<file path="config.mk">
export PLATFORM = sky130hd
export DESIGN_NAME = adc_param_conditioner
export DESIGN_NICKNAME = d
export VERILOG_FILES = /design/src/rtl/adc_param_conditioner_pkg.sv /design/src/rtl/adc_param_conditioner_iir.sv /design/src/rtl/adc_param_conditioner.sv
export SDC_FILE = /design/constraint.sdc
export NUM_CORES = 1
export LEC_CHECK = 0
export CAP_MARGIN = 20
export CORE_UTILIZATION = 40
export DETAILED_ROUTE_END_ITERATION = 16
export PLACE_DENSITY = 0.54
export SLEW_MARGIN = 20
export SYNTH_ARGS = -nofsm -noshare
export SYNTH_HDL_FRONTEND = slang
export SYNTH_SLANG_ARGS = --single-unit
export TNS_END_PERCENT = 100
</file>
<file path="constraint.sdc">
create_clock -name fpga_clock -period 9.95 [get_ports fpga_clock]
set_input_delay 1.99 -clock fpga_clock [delete_from_list [all_inputs] [get_ports fpga_clock]]
set_output_delay 1.99 -clock fpga_clock [all_outputs]
set_load 0.01 [all_outputs]
</file>
<file path="src/rtl/adc_param_conditioner_pkg.sv">
// Shared definitions for the ADC parameter conditioner.
// States, channel indices and the default scale width.
package adc_param_conditioner_pkg;

    localparam int DIV_BIT_DEFAULT = 9;
    localparam int NUM_CH          = 4;

    typedef enum logic [1:0] {
        ST_IDLE    = 2'd0,
        ST_CAPTURE = 2'd1,
        ST_FILTER  = 2'd2,
        ST_DONE    = 2'd3
    } state_t;

    localparam logic [1:0] CH_FREQ   = 2'd0;
    localparam logic [1:0] CH_HSCALE = 2'd1;
    localparam logic [1:0] CH_SINIT  = 2'd2;
    localparam logic [1:0] CH_FSCALE = 2'd3;

endpackage

</file>
<file path="src/rtl/adc_param_conditioner_iir.sv">
// One step of the shared first-order IIR plus deadband decision.
// Purely combinational; the caller muxes in one channel per cycle.
module iir_step #(
    parameter int SMOOTH_SHIFT = 3,
    parameter int DEADBAND     = 4
) (
    input  logic [16+SMOOTH_SHIFT-1:0] i_acc,
    input  logic [15:0]                i_x,
    input  logic [15:0]                i_staged,
    input  logic                       i_first,
    output logic [16+SMOOTH_SHIFT-1:0] o_acc,
    output logic [15:0]                o_y,
    output logic                       o_update
);

    localparam int          ACC_W = 16 + SMOOTH_SHIFT;
    localparam logic [15:0] DB    = 16'(DEADBAND);

    logic [ACC_W-1:0] acc_filt;
    logic [15:0]      diff;

    // Filter update (or preload on first frame) and deadband test
    always_comb begin
        // The true result always fits in ACC_W bits, so modular math is exact
        acc_filt = i_acc + {{SMOOTH_SHIFT{1'b0}}, i_x}
                 - (i_acc >> SMOOTH_SHIFT);
        if (i_first) begin
            o_acc = {i_x, {SMOOTH_SHIFT{1'b0}}};
            o_y   = i_x;
        end else begin
            o_acc = acc_filt;
            o_y   = acc_filt[ACC_W-1:SMOOTH_SHIFT];
        end
        diff     = (o_y > i_staged) ? (o_y - i_staged)
                                    : (i_staged - o_y);
        o_update = i_first || (diff > DB);
    end

endmodule

</file>
<file path="src/rtl/adc_param_conditioner.sv">
// Smooths the four ADC control words and releases them to the
// harmonic engine only on a sample-frame boundary.
module adc_param_conditioner
    import adc_param_conditioner_pkg::*;
#(
    parameter int          DIV_BIT      = DIV_BIT_DEFAULT,
    parameter int          SMOOTH_SHIFT = 3,
    parameter int          DEADBAND     = 4,
    parameter logic [15:0] FREQ_RESET   = 16'd1000
) (
    input  logic               fpga_clock,
    input  logic               reset,
    input  logic [15:0]        i_adc_data0,
    input  logic [15:0]        i_adc_data1,
    input  logic [15:0]        i_adc_data2,
    input  logic [15:0]        i_adc_data3,
    input  logic               i_adc_received,
    input  logic               i_frame_start,
    output logic [15:0]        o_frequency,
    output logic [DIV_BIT-1:0] o_harmonic_scale,
    output logic [DIV_BIT-1:0] o_scale_initial,
    output logic [15:0]        o_freq_scale,
    output logic               o_busy,
    output logic               o_overrun
);

    localparam int          ACC_W     = 16 + SMOOTH_SHIFT;
    localparam logic [15:0] SCALE_MAX = 16'((1 << DIV_BIT) - 1);

    state_t state_q, state_d;
    logic [1:0] ch_q, ch_d;
    logic rcv_q, rcv_d;
    logic first_q, first_d;
    logic pending_q, pending_d;
    logic queued_q, queued_d;
    logic overrun_q, overrun_d;

    logic [15:0]      cap_q    [NUM_CH];
    logic [15:0]      cap_d    [NUM_CH];
    logic [15:0]      work_q   [NUM_CH];
    logic [15:0]      work_d   [NUM_CH];
    logic [15:0]      staged_q [NUM_CH];
    logic [15:0]      staged_d [NUM_CH];
    logic [ACC_W-1:0] acc_q    [NUM_CH];
    logic [ACC_W-1:0] acc_d    [NUM_CH];

    logic [15:0]        freq_q, freq_d;
    logic [15:0]        fscale_q, fscale_d;
    logic [DIV_BIT-1:0] hscale_q, hscale_d;
    logic [DIV_BIT-1:0] sinit_q, sinit_d;

    logic             adc_edge;
    logic             busy;
    logic [15:0]      sat1;
    logic [15:0]      sat2;
    logic [ACC_W-1:0] step_acc;
    logic [15:0]      step_y;
    logic             step_update;

    assign adc_edge = i_adc_received & ~rcv_q;
    assign busy     = (state_q != ST_IDLE);

    assign sat1 = (i_adc_data1 > SCALE_MAX) ? SCALE_MAX : i_adc_data1;
    assign sat2 = (i_adc_data2 > SCALE_MAX) ? SCALE_MAX : i_adc_data2;

    iir_step #(
        .SMOOTH_SHIFT (SMOOTH_SHIFT),
        .DEADBAND     (DEADBAND)
    ) u_iir (
        .i_acc    (acc_q[ch_q]),
        .i_x      (cap_q[ch_q]),
        .i_staged (staged_q[ch_q]),
        .i_first  (first_q),
        .o_acc    (step_acc),
        .o_y      (step_y),
        .o_update (step_update)
    );

    // Next-state, datapath and output-transfer logic
    always_comb begin
        state_d   = state_q;
        ch_d      = ch_q;
        rcv_d     = i_adc_received;
        first_d   = first_q;
        pending_d = pending_q;
        queued_d  = queued_q;
        overrun_d = overrun_q;
        freq_d    = freq_q;
        fscale_d  = fscale_q;
        hscale_d  = hscale_q;
        sinit_d   = sinit_q;
        for (int i = 0; i < NUM_CH; i++) begin
            cap_d[i]    = cap_q[i];
            work_d[i]   = work_q[i];
            staged_d[i] = staged_q[i];
            acc_d[i]    = acc_q[i];
        end

        // Frame boundary: publish the staged set atomically
        if (i_frame_start && pending_q) begin
            freq_d    = staged_q[CH_FREQ];
            hscale_d  = staged_q[CH_HSCALE][DIV_BIT-1:0];
            sinit_d   = staged_q[CH_SINIT][DIV_BIT-1:0];
            fscale_d  = staged_q[CH_FSCALE];
            pending_d = 1'b0;
        end

        // One frame may wait behind the active one; more are lost
        if (busy && adc_edge) begin
            if (queued_q) begin
                overrun_d = 1'b1;
            end else begin
                queued_d = 1'b1;
            end
        end

        unique case (state_q)
            ST_IDLE: begin
                if (adc_edge || queued_q) begin
                    state_d  = ST_CAPTURE;
                    queued_d = queued_q & adc_edge;
                end
            end
            ST_CAPTURE: begin
                cap_d[CH_FREQ]   = i_adc_data0;
                cap_d[CH_HSCALE] = sat1;
                cap_d[CH_SINIT]  = sat2;
                cap_d[CH_FSCALE] = i_adc_data3;
                ch_d             = CH_FREQ;
                state_d          = ST_FILTER;
            end
            ST_FILTER: begin
                acc_d[ch_q]  = step_acc;
                work_d[ch_q] = step_update ? step_y : staged_q[ch_q];
                ch_d         = ch_q + 2'd1;
                if (ch_q == CH_FSCALE) begin
                    state_d = ST_DONE;
                end
            end
            ST_DONE: begin
                for (int i = 0; i < NUM_CH; i++) begin
                    staged_d[i] = work_q[i];
                end
                pending_d = 1'b1;
                first_d   = 1'b0;
                state_d   = ST_IDLE;
            end
            default: begin
                state_d = ST_IDLE;
            end
        endcase
    end

    // State and datapath registers with synchronous reset
    always_ff @(posedge fpga_clock) begin
        if (reset) begin
            state_q   <= ST_IDLE;
            ch_q      <= CH_FREQ;
            rcv_q     <= 1'b0;
            first_q   <= 1'b1;
            pending_q <= 1'b0;
            queued_q  <= 1'b0;
            overrun_q <= 1'b0;
            freq_q    <= FREQ_RESET;
            fscale_q  <= 16'd0;
            hscale_q  <= '0;
            sinit_q   <= {DIV_BIT{1'b1}};
            for (int i = 0; i < NUM_CH; i++) begin
                cap_q[i] <= 16'd0;
                acc_q[i] <= '0;
            end
            staged_q[CH_FREQ]   <= FREQ_RESET;
            staged_q[CH_HSCALE] <= 16'd0;
            staged_q[CH_SINIT]  <= SCALE_MAX;
            staged_q[CH_FSCALE] <= 16'd0;
            work_q[CH_FREQ]     <= FREQ_RESET;
            work_q[CH_HSCALE]   <= 16'd0;
            work_q[CH_SINIT]    <= SCALE_MAX;
            work_q[CH_FSCALE]   <= 16'd0;
        end else begin
            state_q   <= state_d;
            ch_q      <= ch_d;
            rcv_q     <= rcv_d;
            first_q   <= first_d;
            pending_q <= pending_d;
            queued_q  <= queued_d;
            overrun_q <= overrun_d;
            freq_q    <= freq_d;
            fscale_q  <= fscale_d;
            hscale_q  <= hscale_d;
            sinit_q   <= sinit_d;
            for (int i = 0; i < NUM_CH; i++) begin
                cap_q[i]    <= cap_d[i];
                acc_q[i]    <= acc_d[i];
                staged_q[i] <= staged_d[i];
                work_q[i]   <= work_d[i];
            end
        end
    end

    assign o_frequency      = freq_q;
    assign o_harmonic_scale = hscale_q;
    assign o_scale_initial  = sinit_q;
    assign o_freq_scale     = fscale_q;
    assign o_busy           = busy;
    assign o_overrun        = overrun_q;

endmodule

</file>
==> results.md <==
Power and ir drop:
- The peak supply drop is 0.121 mV.
- The power share of the sequential group is 0.306.
- Of the total power, combinational logic draws 0.431.
- The internal portion of the total power is 3.22 mW.
- The net load switching power is 1.98 mW.
- In this run the power density over the cells is 265 nW/µm².
- The reported leakage power is 6.95 nW.
- The share of total power dissipated in the clock network is 0.264.
- Of the total power, the share spent switching nets is 0.381.

Die:
- The floorplan step set the die width to 207 µm.
- The die is 207 µm tall.
- The die covers 42700 µm².
- The initial core utilization is 0.408.
- The core outline area is 41100 µm².
- The number of top-level pins is 120.
- The floorplan has 74 rows.

Outcome:
- The checks that failed: DRC.
- The flow ran to the end, but the final reports show violations.

Critical path:
- The category of cells accounting for the largest share of critical-path delay is compound AO/OA/AOI/OAI gates.
- The slowest stage of the critical path is the dfxtp_2 cell.
- The worst stage delay on the critical path is 990 ps.
- Together, buffers and inverters on the worst path number 2.
- The critical path in this run is classified as reg -> reg.
- The largest fanout on the critical path is 35.
- At the worst endpoint, the arrival time is 8740 ps.
- The endpoint required time on the critical path is 10340 ps.
- The element type at the critical path start is a flip-flop.
- Walking the worst path, the cells encountered are mux4_2, fa_1, inv_1, fa_1, nand3_1, a21oi_1, o2111ai_1, a21boi_0, o21ai_0, a21oi_1, or3_1, a31oi_1, ha_1, a21o_1, o21a_1, or4_1, a2111oi_2, o221ai_1, or3b_1, o31ai_2, nand2_1, buf_4, o21ai_0, a311oi_1.
- The kind of end point of the critical path is a flip-flop.

Logic synthesis:
- Of the post-synthesis cell area, the dominant cell type holds 0.317.
- The sequential share of the synthesized area is 0.431.
- Synthesis inferred 329 register bits.
- By area the synthesized netlist is led by dfxtp_1, edfxtp_1, mux4_2, nor2_1, ha_1.
- The cell type with the highest aggregate area in the netlist is dfxtp_1.
- Synthesis produced a netlist whose cell count is 1769.
- The per-instance average area after synthesis is 9.47 µm².
- For this run, asynchronously set or reset flops after synthesis account for 0.
- The number of distinct library cells after synthesis is 74.
- The dominant synthesized flop cell is dfxtp_1.
- The number of flops mapped to enable cells by yosys is 64.
- The Yosys step of the flow raised 0 warnings.
- The cell area after synthesis is 16800 µm².

Timing:
- Setup repair after global routing left no endpoint under its margin.
- The transition time at the pin with the least slew margin is 1060 ps.
- Setup violations remaining at the end of the flow were counted as 0.
- Across all hold checks on the routed design, the worst slack comes to 450 ps.
- The maximum frequency from static timing analysis is 0.120 GHz.
- The worst slew slack as a fraction of its limit is 0.290.
- The number of hold-slack violations in the final timing report was 0.
- The final clock skew is 20.0 ps.
- The worst path in the final design needs a cycle of 8350 ps, including I/O delays and setup.
- The max-slew violation count was 0.
- Setup total negative slack on the finished layout was measured at 0 ps.
- The share of the cycle needed by the critical path after routing is 0.839.

Placed design:
- In this run the tool buffered the top-level ports with 119 buffer cells.
- In this run, placement finished with an instance count of 2333.
- The total cell area at the placement stage is 18400 µm².
- At the end of routability-driven placement, the weighted congestion stood at 0.944.
- The detailed placement HPWL is 30900 µm.

Detailed routing:
- The count of nets left with antenna violations once routing finished came out at 0.
- For this block, the initial DRC count from the detailed router was 804.
- Summing over every cut layer, the via total after detailed routing is 13000.
- The vias per cell is 5.42.
- After detailed routing, the average wire length per cell comes to 18.6 µm.
- The number of optimization iterations in the first detailed-route pass is 13.
- For this block, the routed nets add up to 44600 µm of wire.
- In the routed design, unresolved DRC markers number 6.

Layout:
- The layout-stage area growth over the synthesis result is 16.9%.
- The final core utilization is 0.476.
- The non-filler instance count after layout is 2398.
- The share of cells above drive strength 1 is 0.0895.
- The number of antenna diodes in the final layout is 0.
- With fillers left out, the area of the finished cells amounts to 19600 µm².
- The final net count is 1983.

Min path:
- The path class of the tightest hold or removal check is reg -> reg.

Clock tree:
- The latest clock arrival within the worst-skew pair is 570 ps.
- The CTS tree is done.
- The worst-case clock buffer depth is 3.
- Once the clock tree was built, the resizer swapped 0 gates to a different size.
- The clock sink count is 329.
- The TritonCTS buffer count is 38.
- After clock tree synthesis, the clock-pin slew on the worst setup and hold paths is 50 ps.
- The post-CTS setup-driven buffer insertion count is 0.
- The number of hold buffers added after CTS is 0.
- The clock tree synthesis step divided the H-tree into 2 levels.
- The master cell of the clock root buffer is clkbuf_16.

Global route:
- In the global route stage, overall resource usage came out at 0.212.
- The number of antenna violations at the first check in global routing is 0.
- Entering global routing, the biggest net connects 101 pins.
- The number of global-route vias before repair is 12600.
- The overall overflow remaining after global route is 0.
- The first global-routing pass estimated 70200 µm of wire.

Run:
- The number of max-cap violations is 0.
## power groups by stage
stage / clock network, mW / logic, mW / registers [mW]
2_1_floorplan: 0 / 1.68 / 1.58
3_5_place_dp: 0 / 2.22 / 1.62
6_report: 1.37 / 2.24 / 1.59
5_1_grt: 1.46 / 2.48 / 1.61
3_3_place_gp: 0 / 2.21 / 1.62
4_1_cts: 1.40 / 2.23 / 1.59
## state kept, by name (all words and copies together), names as in the netlist, named ones only
| signal | count |
|---|---|
| o_scale_initial | 9 |
| queued_q | 1 |
| work_q | 64 |
| o_freq_scale | 16 |
| o_harmonic_scale | 9 |
| pending_q | 1 |
| first_q | 1 |
| ch_q | 2 |
| o_overrun | 1 |
| cap_q | 64 |
| staged_q | 64 |
| state_q | 2 |
| o_frequency | 16 |
| acc_q | 76 |
| rcv_q | 1 |
## path summary, 6_finish.rpt
path                        start              end  slack (ps)  cells after the start
hold / removal    o_freq_scale[6]  o_freq_scale[6]         450                      2
hold reg to reg   o_freq_scale[6]  o_freq_scale[6]         450                      2
setup reg to reg        flip-flop     work_q[1][3]        1600                     24
setup / recovery        flip-flop     work_q[1][3]        1600                     24
## final cells by class
class	instances	area, µm²
clock buffers	54	1080
clock inverters	11	124
fillers	3938	21500
inverters	114	428
multi-input cells	1209	8630
flip-flops and latches	329	7230
well taps	532	666
repair buffers	149	1420
## stage by stage
step / setup slack, ps / power (mW)
floorplan: 883 / 3.26
global placement: 1780 / 3.83
detailed placement: 1620 / 3.84
CTS: 1540 / 5.23
global route: 982 / 5.54
finish: 1600 / 5.19
## tightest hold or removal path, cell delays in order, from the launching register on
cell     delay [ps]
dfxtp_1         300
nand2_1          50
a21oi_1          50
## cells in the mapped netlist, drive strengths merged, types with 29 or more instances
library cell and instances:
mux4 45, a21oi 98, clkbuf 101, inv 114, a311oi 49, mux2i 64
buf 29, nor3 36, o21ai 49, dfxtp 265, a211oi 56, ha 56
nor2 203, and2 50, nand2 180, edfxtp 64
## layout by cell type, fill, tap and decap left out, types with 7 or more instances in the layout
cell and count:
and3_1 7, a211oi_1 56, nand3b_1 21, xor2_1 8, o21ai_0 44, nor3_1 36
clkbuf_16 40, nor2_1 203, o211ai_1 19, clkbuf_1 11, conb_1 14, or3_1 9
a21oi_1 98, and2_1 44, fa_1 18, nand4_1 13, clkdlybuf4s50_1 118, nand2_1 179
xnor2_1 14, a311oi_1 49, and4_1 13, dfxtp_1 263, nor4_1 7, mux4_2 45
edfxtp_1 64, o22ai_1 7, a21o_1 15, nand3_1 15, o21a_1 25, nor2b_1 21
nand3_4 8, buf_4 30, inv_1 113, a211o_1 16, ha_1 55, mux2i_1 64
## cell families (layout without fill, tap and decap cells)
kind of cell	Yosys count	after routing	share of synthesized area
flops	329	329	0.431
buf+inv	244	328	0.0582
other cells	1	14	0.000224
compound gates	381	381	0.158
xor+xnor	22	22	0.0115
mux	115	115	0.103
simple gates	603	603	0.174
fa+ha+maj	74	74	0.0633
## metal layers
layer	vias up	GRT usage	wire length, µm
li1	6420	-	-
met1	6174	0.269	19800
met4	0	0.0699	1290
met5	-	0	0
met3	69	0.0391	2130
met2	345	0.361	21500
(Power assumes the default switching activity.)
